$ cat src/rtl/mul32_rr_scheduler.sv
// Round-robin scheduler that shares one combinational 32x32 unsigned multiplier
// among NREQ requesters, with registered operand and product stages.

module mul32x32 (
    input  logic [31:0] a,
    input  logic [31:0] b,
    output logic [63:0] p
);
    assign p = 64'(a) * 64'(b);
endmodule

module mul32_rr_scheduler #(
    parameter int NREQ = 4,
    parameter int IDW  = $clog2(NREQ)
) (
    input  logic                 clk,
    input  logic                 rst_n,
    input  logic [NREQ-1:0]      req_valid,
    output logic [NREQ-1:0]      req_ready,
    input  logic [NREQ*32-1:0]   req_a,
    input  logic [NREQ*32-1:0]   req_b,
    output logic                 rsp_valid,
    input  logic                 rsp_ready,
    output logic [IDW-1:0]       rsp_id,
    output logic [63:0]          rsp_p,
    output logic                 busy,
    output logic [31:0]          op_count
);

    typedef enum logic [1:0] {IDLE, CALC, RESP} state_t;

    state_t         state;
    logic [IDW-1:0] ptr;
    logic [IDW-1:0] id_r;
    logic [31:0]    a_r;
    logic [31:0]    b_r;
    logic [63:0]    mul_p;

    logic [IDW-1:0] grant;
    logic           grant_found;
    logic [31:0]    a_sel;
    logic [31:0]    b_sel;

    // Search starts just after the last winner, so the most recent grantee is checked last.
    always_comb begin
        logic [IDW:0] cand;
        grant       = '0;
        grant_found = 1'b0;
        a_sel       = '0;
        b_sel       = '0;
        cand        = '0;
        for (int k = 1; k <= NREQ; k++) begin
            cand = {1'b0, ptr} + (IDW+1)'(k);
            if (cand >= (IDW+1)'(NREQ)) begin
                cand = cand - (IDW+1)'(NREQ);
            end
            if (!grant_found && req_valid[cand[IDW-1:0]]) begin
                grant       = cand[IDW-1:0];
                grant_found = 1'b1;
            end
        end
        for (int i = 0; i < NREQ; i++) begin
            if (grant == IDW'(i)) begin
                a_sel = req_a[32*i +: 32];
                b_sel = req_b[32*i +: 32];
            end
        end
    end

    always_comb begin
        req_ready = '0;
        if (state == IDLE && rst_n && grant_found) begin
            req_ready[grant] = 1'b1;
        end
    end

    mul32x32 u_mul (
        .a (a_r),
        .b (b_r),
        .p (mul_p)
    );

    // Reset discards any operation in flight; the pointer starts at NREQ-1 so requester 0 wins first.
    always_ff @(posedge clk) begin
        if (!rst_n) begin
            state     <= IDLE;
            ptr       <= IDW'(NREQ - 1);
            id_r      <= '0;
            a_r       <= '0;
            b_r       <= '0;
            rsp_valid <= 1'b0;
            rsp_id    <= '0;
            rsp_p     <= '0;
            busy      <= 1'b0;
            op_count  <= '0;
        end else begin
            case (state)
                IDLE: begin
                    if (grant_found) begin
                        a_r   <= a_sel;
                        b_r   <= b_sel;
                        id_r  <= grant;
                        ptr   <= grant;
                        busy  <= 1'b1;
                        state <= CALC;
                    end
                end
                CALC: begin
                    rsp_p     <= mul_p;
                    rsp_id    <= id_r;
                    rsp_valid <= 1'b1;
                    state     <= RESP;
                end
                RESP: begin
                    if (rsp_ready) begin
                        rsp_valid <= 1'b0;
                        op_count  <= op_count + 32'd1;
                        busy      <= 1'b0;
                        state     <= IDLE;
                    end
                end
                default: begin
                    state <= IDLE;
                end
            endcase
        end
    end

endmodule

$ cat config.mk
export PLATFORM = sky130hd
export DESIGN_NAME = mul32_rr_scheduler
export DESIGN_NICKNAME = d
export VERILOG_FILES = /design/src/rtl/mul32_rr_scheduler.sv
export SDC_FILE = /design/constraint.sdc
export NUM_CORES = 2
export LEC_CHECK = 0
export ABC_AREA = 1
export CORE_UTILIZATION = 52
export DETAILED_ROUTE_END_ITERATION = 8
export PLACE_DENSITY = 0.85
export SETUP_SLACK_MARGIN = 0.5
export SLEW_MARGIN = 20
export SYNTH_ARGS = -nofsm -noshare
export SYNTH_HDL_FRONTEND = slang
export SYNTH_SLANG_ARGS = --single-unit
$ cat constraint.sdc
create_clock -name clk -period 7.41 [get_ports clk]
set_clock_uncertainty 0.15 [all_clocks]
set_input_delay 0.741 -clock clk [delete_from_list [all_inputs] [get_ports clk]]
set_output_delay 0.741 -clock clk [all_outputs]
set_load 0.02 [all_outputs]
# Yosys cells after proc, flatten, opt, wreduce, memory -nomap -nowiden
# Index checks and enable logic that the tools add are counted.
[classes]
multipliers = 1
n_reduce_logical = 18
muxes = 38
n_addsub = 9
eq_ne = 7
order_cmp = 10
[ops]
columns = ["operator", "n"]
rows = [
  ["$mux 32", 8],
  ["$mul 32x32->64", 1],
  ["$add 32x1->32 const B", 1],
  ["$mux 2", 10],
  ["$lt 2x3->1 const B", 5],
  ["$ge 3x3->1 const B", 4],
  ["$mux 1", 11],
  ["$bmux 1 s2", 4],
  ["$reduce_and 2->1", 4],
  ["$sub 2x1->2 const B", 4],
  ["$add 2x2->3 const B", 2],
  ["$eq 2x2->1 const B", 3],
  ["$logic_and 1x1->1", 6],
  ["$pmux 2 s3", 1],
  ["$eq 2x1->1 const B", 2],
  ["$logic_not 2->1", 2],
  ["$mux 4", 1],
  ["$ne 2x2->1 const B", 2],
  ["$pmux 1 s2", 2],
  ["$reduce_bool 2->1", 2],
  ["$add 2x1->3 const B", 1],
  ["$add 2x3->3 const B", 1],
  ["$logic_not 1->1", 3],
  ["$reduce_and 3->1", 1],
  ["2 further kinds", 2],
]
[word_totals]
reg_bits = 170
word_cells = 93

# Logic depth before layout (Yosys ltp)
[logic_depth]
depth_word = 20
mapped_depth = 35
ltp_nobuf = 33

# By module
# Synthesis repeated with hierarchy kept, for this count alone.
[unflattened]
cells_unflattened = 6297
area_unflattened_um2 = 44784.2
[modules_own_cells]
columns = ["module", "n_inst", "area_per_inst_um2", "cells_per_inst"]
rows = [
  ["mul32x32", 1, 36095.9, 4958],
  ["mul32_rr_scheduler", 1, 8688.3, 1339],
]

# Worst setup path before layout
# No wires, ideal clock.
[synth_timing]
path_kind = "flip-flop to flip-flop"
from = "register b_r[6]"
to = "register rsp_p[35]"
setup_ns = 0.115
path_buffers = 2
setup_slack_ns = 0.935
required_time_ns = 7.145
period_less_slack_ns = 6.475
path_stages_with_launch = 29
arrival_time_ns = 6.209
cell_sequence = "dfxtp_1 > clkbuf_1 > clkbuf_1 > nand2_1 > inv_1 > fa_1 > fa_1 > fa_1 > inv_1 > fa_1 > inv_1 > fa_1 > inv_1 > fa_1 > inv_1 > fa_1 > fa_1 > ha_1 > nand2_1 > nor2_1 > nand2_1 > nor2_1 > nand2_1 > nand3_1 > nand2_1 > nand2_1 > nor2_1 > o21ai_0 > inv_1"
[synth_via]
elab_chain_cells = 1
[synth_lines]
columns = ["element", "line", "rtl"]
rows = [
  ["start: declaration", "36", "logic [31:0] b_r;"],
  ["start signal: assignment", "101", "b_r <= b_sel;"],
  ["$mul 32x32->64", "9", "assign p = 64'(a) * 64'(b);"],
  ["end signal: assignment", "109", "rsp_p <= mul_p;"],
  ["end: declaration", "25", "output logic [63:0] rsp_p,"],
]
# No other way between the ends.
# A chain may end at the register's enable or synchronous reset.

# Worst setup path after layout
[layout_timing]
from = "register a_r[18]"
to = "register rsp_p[60]"
[layout_via]
elab_chain_cells = 1
[layout_lines]
columns = ["element", "line", "rtl"]
rows = [
  ["start: declaration", "35", "logic [31:0] a_r;"],
  ["start signal: assignment", "100", "a_r <= a_sel;"],
  ["$mul 32x32->64", "9", ""],
]
# No other way between the ends.

==> results.json <==
{
  "status": "finished with violations",
  "violations": "DRC",
  "start_util_pct": 52.8,
  "hold_viol": 0,
  "grt_pass1_wl_mm": 229,
  "cp-end-kind": "flip-flop",
  "tritoncts": "yes",
  "drt-vias-per-instance": 5.55,
  "num-fill-cells": 6753,
  "grt-busiest-layer": "met2",
  "drv_slew": 0,
  "synth-seq-cells": 170,
  "synthTopCellsByArea": "fa_1 (40%), inv_1 (15%), nand2_1 (15%)",
  "grt_setup_unrepaired": "yes",
  "path_clk_slew_ps": 90,
  "clockRootBuffer": "clkbuf_16",
  "vias": 43966,
  "drv_cap": 0,
  "clock.fmax_mhz": 141,
  "firstDrtPassIters": 8,
  "overflow": 0,
  "synth.cell_area_um2": 45200,
  "finalWirelength_mm": 169,
  "worstPathMaxFanout": 17,
  "yosysWarnings": 0,
  "portBuffers": 366,
  "critical-path-max-stage-delay_ps": 610,
  "htreeDepth": 4,
  "ant_nets": 0,
  "synthTopCellsByCount": "inv_1 (1,857), nand2_1 (1,779), fa_1 (896)",
  "synth_fp_nets": 7855,
  "rows": 107,
  "ios": 367,
  "area_growth_pct": 21.5,
  "crit_type": "flip-flop to flip-flop",
  "arrival_ps": 7390,
  "dieArea_um2": 88100,
  "grt_use_met2_pct": 53.6,
  "grt_use_met1_pct": 43.1,
  "cp_slowest_cell": "fa_1",
  "clkLatencyLatePin_ps": 520,
  "synth.distinct_cells": 34,
  "synth_ff_type": "dfxtp_1",
  "relSlewSlack_pct": 35.7,
  "core_um2": 85700,
  "cpMostUsedCell": "fa_1",
  "place_hpwl_mm": 116,
  "wl_per_cell_um": 21.3,
  "worst_slew_pin_slew_ps": 965,
  "pre_cts_ws_ps": -69.6,
  "syn_inst": 6432,
  "critical_path_required_ps": 7700,
  "fin_crit_sh_pct": 95.9,
  "setup_viol": 0,
  "yosys.area.top_type": "fa_1",
  "synth_edf_count": 0,
  "ys_async_sr_fraction_pct": 0,
  "avgSynthCellArea_um2": 7.03,
  "synth_top_area_share_pct": 39.7,
  "die_width_um": 297,
  "cts_max_path_buffers": 2,
  "cts.sinks": 170,
  "layout.nets": 8181,
  "grt_pass1_vias": 43314,
  "grt_use_met3_pct": 5.39,
  "antenna_found_initial": 7,
  "period_needed_ps": 7110,
  "die_y_um": 297,
  "min_path_type": "flip-flop to flip-flop",
  "yosysMostFrequentCell": "inv_1",
  "cts_buffers": 17,
  "drt-initial-drc-count": 4817,
  "track_usage_pct": 32.9,
  "gp_congestion": 1.03,
  "final_layout_size_suffix_gt1_share_pct": 11.2,
  "grt_start_max_net_pins": 100,
  "crit_path_start_kind": "flip-flop",
  "layout_setup_ws_ps": 303,
  "synth.yosys.seq_area_share_pct": 7.53,
  "route.detailed.drc": 3
}
==> stage by stage <==
| step | hold WS (ps) | cells | instance area [um2] | setup TNS, ps | utilization (%) |
|---|---|---|---|---|---|
| CTS | 324 | 7815 | 51900 | 0 | 60.5 |
| finish | 320 | 7921 | 55000 | 0 | 64.1 |
| detailed placement | 312 | 7775 | 50800 | -241 | 59.3 |
| global placement | 303 | 7775 | 50800 | -89.8 | 59.3 |
| floorplan | 296 | 6432 | 45200 | 0 | - |
| global route | 355 | 7915 | 54900 | 0 | 64.1 |
==> flip-flops by register name, summed over array words and instances, names as in the netlist, 2 cells and up <==
register	count
a_r	32
b_r	32
id_r	2
op_count	32
ptr	2
rsp_id	2
rsp_p	64
state	2
==> cells by family after synthesis <==
kind of cell / Yosys count / share of synthesized area, %
simple gates: 2585 / 22.9
xor+xnor: 44 / 0.852
buf+inv: 2216 / 18.7
flops: 170 / 7.53
fa+ha+maj: 1160 / 47.0
compound gates: 257 / 2.98
==> critical path: cells and delay by family, from the launching register on <==
kind / cells / cell delay, ps
buffers and inverters: 7 / 900
adder cells (fa/ha/maj): 9 / 4350
flip-flops: 1 / 360
AND/OR/NAND/NOR: 10 / 880
AO/OA/AOI/OAI: 2 / 380
==> what timing repair did <==
action                     in CTS  in global routing
gates resized for setup        95                525
buffers inserted                3                 74
pin swaps                       2                187
cloned                          5                 26
hold buffers                    0                  0
setup endpoints to repair      48                 48
==> cell usage in the layout (no fill, tap or decap), types with 29 or more instances in the layout <==
cell type | netlist | final
fa_1 | 896 | 865
buf_6 | 7 | 29
nand2_1 | 1779 | 1634
xor2_1 | 33 | 31
nor2_1 | 355 | 297
inv_2 | 4 | 41
dfxtp_4 | 0 | 39
nand3_1 | 361 | 340
nand2_2 | 3 | 114
ha_1 | 264 | 233
clkdlybuf4s50_1 | 0 | 365
nor2_4 | 3 | 33
a21oi_1 | 100 | 73
dfxtp_1 | 170 | 120
o21ai_0 | 133 | 123
nand2_4 | 0 | 34
ha_4 | 0 | 29
fa_2 | 0 | 31
nand4_1 | 31 | 31
buf_12 | 0 | 63
inv_1 | 1857 | 1816
clkbuf_16 | 0 | 42
buf_4 | 16 | 167
==> final timing paths <==
kind,startpoint,to,slack [ps],depth (start not counted)
setup / recovery,a_r[18],rsp_p[60],300,28
hold / removal,busy,busy,320,2
setup reg to reg,a_r[18],rsp_p[60],300,28
hold reg to reg,busy,busy,320,2
==> routing by layer <==
layer	part of all wire, %	vias to the layer above	wire length, um
met5	0.023	-	38
met1	34	20924	58000
met2	44	3154	74800
li1	-	18826	-
met3	13	1056	21300
met4	8.7	6	14600
==> layout make-up <==
class | count | area (um2) | share of cell area [%]
antenna | 6 | 15.0 | 0.0273
clock buffer | 17 | 425 | 0.774
clock inverter | 15 | 169 | 0.307
inverter | 1863 | 7000 | 12.7
multi-input combinational | 4046 | 35000 | 63.7
sequential | 170 | 3560 | 6.48
tap | 1144 | 1430 | 2.60
timing repair buffer | 660 | 7350 | 13.4
Power is left out: the tool's default activity adds up to more than one toggle a clock period on the data nets, which glitch-free logic cannot reach.
